[src/rtl/lcd_pkg.sv]
// Shared constants, state encoding and header-word helpers for the LCD rectangle-fill engine.
package lcd_pkg;

  localparam logic [7:0] LCD_CMD_CASET = 8'h2A;
  localparam logic [7:0] LCD_CMD_PASET = 8'h2B;
  localparam logic [7:0] LCD_CMD_RAMWR = 8'h2C;

  localparam int         PIX_W    = 33;
  localparam logic [3:0] HDR_LAST = 4'd10;

  typedef enum logic [2:0] {
    ST_IDLE  = 3'd0,
    ST_SETUP = 3'd1,
    ST_WR_LO = 3'd2,
    ST_WR_HI = 3'd3,
    ST_DONE  = 3'd4
  } state_e;

  // Header word idx as {rs, data}; bytes are zero-extended onto the 16-bit bus.
  function automatic logic [16:0] hdr_word(input logic [3:0]  idx,
                                           input logic [15:0] col_lo,
                                           input logic [15:0] col_hi,
                                           input logic [15:0] row_lo,
                                           input logic [15:0] row_hi);
    case (idx)
      4'd0:    hdr_word = {1'b0, 8'h00, LCD_CMD_CASET};
      4'd1:    hdr_word = {1'b1, 8'h00, col_lo[15:8]};
      4'd2:    hdr_word = {1'b1, 8'h00, col_lo[7:0]};
      4'd3:    hdr_word = {1'b1, 8'h00, col_hi[15:8]};
      4'd4:    hdr_word = {1'b1, 8'h00, col_hi[7:0]};
      4'd5:    hdr_word = {1'b0, 8'h00, LCD_CMD_PASET};
      4'd6:    hdr_word = {1'b1, 8'h00, row_lo[15:8]};
      4'd7:    hdr_word = {1'b1, 8'h00, row_lo[7:0]};
      4'd8:    hdr_word = {1'b1, 8'h00, row_hi[15:8]};
      4'd9:    hdr_word = {1'b1, 8'h00, row_hi[7:0]};
      4'd10:   hdr_word = {1'b0, 8'h00, LCD_CMD_RAMWR};
      default: hdr_word = {1'b0, 16'h0000};
    endcase
  endfunction

  // Widened so a full 65536 x 65536 window gives 2^32 without wrapping.
  function automatic logic [PIX_W-1:0] pix_count(input logic [15:0] col_lo,
                                                 input logic [15:0] col_hi,
                                                 input logic [15:0] row_lo,
                                                 input logic [15:0] row_hi);
    logic [16:0] w_wid;
    logic [16:0] w_hgt;
    w_wid     = {1'b0, col_hi} - {1'b0, col_lo} + 17'd1;
    w_hgt     = {1'b0, row_hi} - {1'b0, row_lo} + 17'd1;
    pix_count = {16'd0, w_wid} * {16'd0, w_hgt};
  endfunction

endpackage

[src/rtl/lcd_wr_strobe.sv]
// Times one bus write: wr_n low for WR_LOW cycles then high for WR_HIGH cycles after each go.
module lcd_wr_strobe #(
  parameter int WR_LOW  = 2,
  parameter int WR_HIGH = 2
) (
  input  logic clk,
  input  logic rst_n,
  input  logic go,
  output logic wr_n,
  output logic lo_last,
  output logic last_cycle
);

  localparam int CNT_MAX = (WR_LOW > WR_HIGH) ? WR_LOW : WR_HIGH;
  localparam int CW      = (CNT_MAX > 1) ? $clog2(CNT_MAX) : 1;
  localparam logic [CW-1:0] LO_END = CW'(WR_LOW - 1);
  localparam logic [CW-1:0] HI_END = CW'(WR_HIGH - 1);

  logic          r_lo;
  logic          r_hi;
  logic [CW-1:0] r_cnt;
  logic          r_wr_n;

  assign lo_last    = r_lo && (r_cnt == LO_END);
  assign last_cycle = r_hi && (r_cnt == HI_END);
  assign wr_n       = r_wr_n;

  // Phase/counter register; a go on the final high cycle chains straight into the next write.
  always_ff @(posedge clk or negedge rst_n) begin
    if (!rst_n) begin
      r_lo   <= 1'b0;
      r_hi   <= 1'b0;
      r_cnt  <= '0;
      r_wr_n <= 1'b1;
    end else if (go) begin
      r_lo   <= 1'b1;
      r_hi   <= 1'b0;
      r_cnt  <= '0;
      r_wr_n <= 1'b0;
    end else if (lo_last) begin
      r_lo   <= 1'b0;
      r_hi   <= 1'b1;
      r_cnt  <= '0;
      r_wr_n <= 1'b1;
    end else if (last_cycle) begin
      r_hi   <= 1'b0;
      r_cnt  <= '0;
      r_wr_n <= 1'b1;
    end else if (r_lo || r_hi) begin
      r_cnt  <= r_cnt + CW'(1);
    end
  end

endmodule

[src/rtl/lcd_fill_sequencer.sv]
// Rectangle-fill engine: emits CASET/PASET/RAMWR headers then one colour word per pixel
// on a 16-bit 8080-style LCD bus.
module lcd_fill_sequencer
  import lcd_pkg::*;
#(
  parameter int WR_LOW  = 2,
  parameter int WR_HIGH = 2
) (
  input  logic        clk,
  input  logic        rst_n,
  input  logic        start,
  input  logic [15:0] x0,
  input  logic [15:0] x1,
  input  logic [15:0] y0,
  input  logic [15:0] y1,
  input  logic [15:0] color,
  output logic        busy,
  output logic        done,
  output logic        err,
  output logic        lcd_cs_n,
  output logic        lcd_wr_n,
  output logic        lcd_rd_n,
  output logic        lcd_rs,
  output logic [15:0] lcd_data_o
);

  state_e             r_state, w_state_nx;
  logic [15:0]        r_x0, r_x1, r_y0, r_y1, r_color;
  logic [3:0]         r_idx, w_idx_nx;
  logic [PIX_W-1:0]   r_pix, w_pix_nx;
  logic               r_cs_n, w_cs_n_nx;
  logic               r_rs, w_rs_nx;
  logic [15:0]        r_data, w_data_nx;
  logic               r_busy, w_busy_nx;
  logic               r_done, w_done_nx;
  logic               r_err, w_err_nx;
  logic               w_go, w_latch, w_lo_last, w_last;
  logic [16:0]        w_hdr;

  lcd_wr_strobe #(
    .WR_LOW  (WR_LOW),
    .WR_HIGH (WR_HIGH)
  ) u_strobe (
    .clk        (clk),
    .rst_n      (rst_n),
    .go         (w_go),
    .wr_n       (lcd_wr_n),
    .lo_last    (w_lo_last),
    .last_cycle (w_last)
  );

  assign w_hdr      = hdr_word(r_idx + 4'd1, r_x0, r_x1, r_y0, r_y1);
  assign lcd_cs_n   = r_cs_n;
  assign lcd_rd_n   = 1'b1;
  assign lcd_rs     = r_rs;
  assign lcd_data_o = r_data;
  assign busy       = r_busy;
  assign done       = r_done;
  assign err        = r_err;

  // Next-state and next-output logic; r_idx 0..10 walks the header, 11 means pixel phase.
  always_comb begin
    w_state_nx = r_state;
    w_idx_nx   = r_idx;
    w_pix_nx   = r_pix;
    w_cs_n_nx  = r_cs_n;
    w_rs_nx    = r_rs;
    w_data_nx  = r_data;
    w_busy_nx  = r_busy;
    w_done_nx  = 1'b0;
    w_err_nx   = 1'b0;
    w_go       = 1'b0;
    w_latch    = 1'b0;
    case (r_state)
      ST_IDLE: begin
        w_busy_nx = 1'b0;
        w_cs_n_nx = 1'b1;
        if (start) begin
          w_latch = 1'b1;
          if ((x1 < x0) || (y1 < y0)) begin
            w_err_nx = 1'b1;
          end else begin
            w_state_nx = ST_SETUP;
            w_busy_nx  = 1'b1;
            w_cs_n_nx  = 1'b0;
            w_rs_nx    = 1'b0;
            w_data_nx  = {8'h00, LCD_CMD_CASET};
            w_idx_nx   = 4'd0;
            w_pix_nx   = pix_count(x0, x1, y0, y1);
          end
        end else begin
          w_latch = 1'b0;
        end
      end
      ST_SETUP: begin
        w_go       = 1'b1;
        w_state_nx = ST_WR_LO;
      end
      ST_WR_LO: begin
        if (w_lo_last) begin
          w_state_nx = ST_WR_HI;
        end else begin
          w_state_nx = ST_WR_LO;
        end
      end
      ST_WR_HI: begin
        if (!w_last) begin
          w_state_nx = ST_WR_HI;
        end else if (r_idx < HDR_LAST) begin
          w_idx_nx   = r_idx + 4'd1;
          {w_rs_nx, w_data_nx} = w_hdr;
          w_go       = 1'b1;
          w_state_nx = ST_WR_LO;
        end else if (r_idx == HDR_LAST) begin
          w_idx_nx   = r_idx + 4'd1;
          w_rs_nx    = 1'b1;
          w_data_nx  = r_color;
          w_go       = 1'b1;
          w_state_nx = ST_WR_LO;
        end else if (r_pix != 33'd1) begin
          w_pix_nx   = r_pix - 33'd1;
          w_go       = 1'b1;
          w_state_nx = ST_WR_LO;
        end else begin
          w_state_nx = ST_DONE;
          w_cs_n_nx  = 1'b1;
          w_done_nx  = 1'b1;
        end
      end
      ST_DONE: begin
        w_state_nx = ST_IDLE;
        w_busy_nx  = 1'b0;
        w_rs_nx    = 1'b0;
        w_data_nx  = 16'h0000;
      end
      default: begin
        w_state_nx = ST_IDLE;
        w_busy_nx  = 1'b0;
        w_cs_n_nx  = 1'b1;
      end
    endcase
  end

  // State and registered bus/status outputs.
  always_ff @(posedge clk or negedge rst_n) begin
    if (!rst_n) begin
      r_state <= ST_IDLE;
      r_idx   <= 4'd0;
      r_pix   <= '0;
      r_cs_n  <= 1'b1;
      r_rs    <= 1'b0;
      r_data  <= 16'h0000;
      r_busy  <= 1'b0;
      r_done  <= 1'b0;
      r_err   <= 1'b0;
    end else begin
      r_state <= w_state_nx;
      r_idx   <= w_idx_nx;
      r_pix   <= w_pix_nx;
      r_cs_n  <= w_cs_n_nx;
      r_rs    <= w_rs_nx;
      r_data  <= w_data_nx;
      r_busy  <= w_busy_nx;
      r_done  <= w_done_nx;
      r_err   <= w_err_nx;
    end
  end

  // Window and colour captured on every start sampled in IDLE.
  always_ff @(posedge clk or negedge rst_n) begin
    if (!rst_n) begin
      r_x0    <= 16'h0000;
      r_x1    <= 16'h0000;
      r_y0    <= 16'h0000;
      r_y1    <= 16'h0000;
      r_color <= 16'h0000;
    end else if (w_latch) begin
      r_x0    <= x0;
      r_x1    <= x1;
      r_y0    <= y0;
      r_y1    <= y1;
      r_color <= color;
    end
  end

endmodule
[config.mk]
export PLATFORM = sky130hd
export DESIGN_NAME = lcd_fill_sequencer
export DESIGN_NICKNAME = d
export VERILOG_FILES = /design/src/rtl/lcd_pkg.sv /design/src/rtl/lcd_wr_strobe.sv /design/src/rtl/lcd_fill_sequencer.sv
export SDC_FILE = /design/constraint.sdc
export NUM_CORES = 1
export LEC_CHECK = 0
export BUFFER_PORTS_ARGS = -buffer_cell sky130_fd_sc_hd__buf_2
export CAP_MARGIN = 20
export CORE_ASPECT_RATIO = 1.4
export CORE_MARGIN = 1.5
export CORE_UTILIZATION = 45
export CTS_BUF_LIST = sky130_fd_sc_hd__clkbuf_8
export DETAILED_ROUTE_END_ITERATION = 8
export HOLD_SLACK_MARGIN = 0.08
export PLACE_DENSITY_LB_ADDON = 0.15
export SETUP_SLACK_MARGIN = 0.02
export SYNTH_ARGS = -nofsm -noshare
export SYNTH_HDL_FRONTEND = slang
export SYNTH_HIERARCHICAL = 1
export SYNTH_SLANG_ARGS = --single-unit
[constraint.sdc]
create_clock -name clk -period 6.9 [get_ports clk]
set_input_delay 1.38 -clock clk [delete_from_list [all_inputs] [get_ports clk]]
set_output_delay 1.38 -clock clk [all_outputs]
set_load 0.01 [all_outputs]
==> metrics.yaml <==
status:
  status: "finished with violations"
  violations: "negative setup slack"
die:
  die-area_mm2: 0.0435
  pin_count: 106
  num_rows: 88
  die_h_um: 246
  die_w_um: 177
  start_util_pct: 45.9
  core_area_mm2: 0.0414
drt:
  drc: 0
  wl_mm: 59.6
  wl_per_cell_um: 18.3
  via_per_inst: 5.37
  dr.pass1.iters: 7
  final_antenna_net_count: 0
  dr_total_vias: 17500
  first_iter_violations: 1002
synth:
  synth-edff-count: 0
  netlist_top_cells_area: "fa_1 (25%), dfrtp_1 (19%), ha_1 (12%), nand2_1 (8.4%), inv_1 (7.2%)"
  synth_area_mm2: 0.0190
  synth_flop_cell: "dfrtp_1"
  ys_seq_area_share_pct: 19.1
  ys_seq_elements: 145
  synth_cells: 2259
  synthArstFlopShare_pct: 100
  synth_nets: 2759
  synth_most_common_cell: "nand2_1"
  synth_top_area_cell: "fa_1"
  synth_common_cells: "nand2_1 (427), inv_1 (364), fa_1 (239), ha_1 (178), dfrtp_1 (143)"
  netlist.area_leader.share_pct: 25.2
  ys_warn_count: 6
  synth.distinct_cells: 76
  postSynthAreaPerCell_um2: 8.41
grt:
  met1_usage_pct: 31.2
  grt_max_degree: 111
  grtUsageMet3_pct: 2.99
  grt_antenna_before_repair: 2
  grt_pass1_vias: 18800
  use_met2_pct: 52.7
  grt_pass1_wl_mm: 95.7
  grt_busiest_layer: "met2"
  grt-ovfl-total: 0
  grtUsageTotal_pct: 28.5
clock_tree:
  cts_tree: "yes"
  cts.sinks: 145
  path_clk_slew_ps: 110
  cts_max_level: 4
  root_buffer: "clkbuf_8"
  insertion_delay_ps: 500
  cts_hold_buf: 0
  ctsLongestPathBuffers: 2
  cts_buffers: 17
worst_setup_path:
  crit_type: "primary input to flop"
  startpoint_type: "primary input"
  cp_slowest_cell: "fa_1"
  crit_fanout: 3
  crit_required_ps: 7280
  setup.worst_path.end_class: "flop"
  path_common_cell: "fa_1"
  arrival_ps: 8920
  max_stage_delay_ps: 570
timing:
  tns_ps: -27570
  final-setup-viol-count: 23
  slew_violations: 0
  worst_pin_slew_ps: 1040
  fin_skew_ps: 22.4
  finalCriticalPeriod_ps: 8540
  fin_crit_sh_pct: 124
  fin_ws_ps: -1640
  max_clock_freq_mhz: 117
  hold_viol_final: 0
  slew-limit-headroom_pct: 30.7
  rsz0062_at_grt: "true"
placed_design:
  postPlaceCellArea_mm2: 0.0233
  dp.cells: 3166
  hpwl_mm: 47.3
  io_buffers: 104
  gp_congestion: 0.977
finish:
  postLayoutCellArea_mm2: 0.0253
  final_nets: 3197
  area_growth_pct: 33.0
  instances_no_fill: 3253
  drive_gt1_share_pct: 29.3
run:
  maxCapViolCount: 0
hold_path:
  hp-class: "flop to flop"
-- worst max-delay path: cells and delay by family --
family,cells,cell delay (ps)
xor gates and xnor gates,2,360
buffers and inverters,9,570
and+or+nand+nor,2,230
AOI/OAI and AO/OA,12,2230
adders and majority gates,10,4140
-- metrics by stage --
stage               hold slack, ps  utilization (%)  worst slack (ps)
finish                         477             61.0             -1640
global route                   500             61.0             -1880
CTS                            482             59.3             -1540
detailed placement             463             56.3             -2280
global placement               457             56.2             -2220
floorplan                      440                -             -1790
-- cell usage in the layout (no fill, tap or decap), types with 18 or more instances in the layout --
cell     count
nand2_1    399
nor3_1      39
buf_4      358
a21oi_1     67
dfrtp_1    143
inv_2       32
nand3_1     19
ha_1       143
fa_1       224
a21oi_2     18
and2_1      91
ha_4        28
o21ai_0    113
nand2_2     18
nor2_1      86
buf_12      19
xnor2_1     24
buf_6       36
buf_2       98
inv_1      328
-- sequential cells by signal (all words and copies together) (netlist names) --
name            cells
r_pix              33
lcd_data_o         16
r_color            16
r_x0               16
r_x1               16
r_y0               16
r_y1               16
r_idx               4
r_state             3
busy                1
done                1
err                 1
lcd_cs_n            1
lcd_rs              1
u_strobe/r_cnt      1
u_strobe/r_hi       1
u_strobe/r_lo       1
u_strobe/wr_n       1
-- logic make-up after synthesis --
family | Yosys count | share of synthesized area [%]
XOR/XNOR | 58 | 2.67
flip-flops | 145 | 19.1
AO/OA/AOI/OAI | 389 | 12.8
buffers and inverters | 461 | 9.15
AND/OR/NAND/NOR | 781 | 18.9
other | 1 | 0.0197
multiplexers | 7 | 0.382
adder cells (fa/ha/maj) | 417 | 36.9
-- path summary, 6_finish.rpt --
| check | end | from | slack (ps) | cells after the start |
|---|---|---|---|---|
| max | r_pix[32] | y0[1] | -1640 | 35 |
| max reg2reg | r_pix[26] | r_pix[8] | 3130 | 9 |
| min reg2reg | u_strobe/wr_n | u_strobe/wr_n | 480 | 2 |
| min in group asynchronous | r_color[9] | rst_n | 930 | 1 |
| min | u_strobe/wr_n | u_strobe/wr_n | 480 | 2 |
| max in group asynchronous | r_x1[0] | rst_n | 4590 | 2 |
-- per-layer routing --
metal,vias to the layer above,wire length [um]
li1,8141,-
met1,8624,22100
met2,544,31100
met3,173,2340
met4,0,4040
met5,-,0
-- repair_timing --
action	4_1_cts	5_1_grt
pin swaps	90	91
cloned	2	3
resized for setup	111	119
setup endpoints to repair	25	26
buffers inserted	31	20
-- area by class of cell --
class / count / area, um2
Clock inverter: 15 / 206
Sequential cell: 145 / 3630
Antenna cell: 3 / 7.51
Timing Repair Buffer: 515 / 4040
Inverter: 364 / 1390
Multi-Input combinational cell: 1654 / 15100
Tap cell: 540 / 676
Clock buffer: 17 / 234
Fill cell: 3636 / 16100
Power is not shown: default switching activity piles up to over one toggle a cycle in this logic, so the estimate is an artifact.
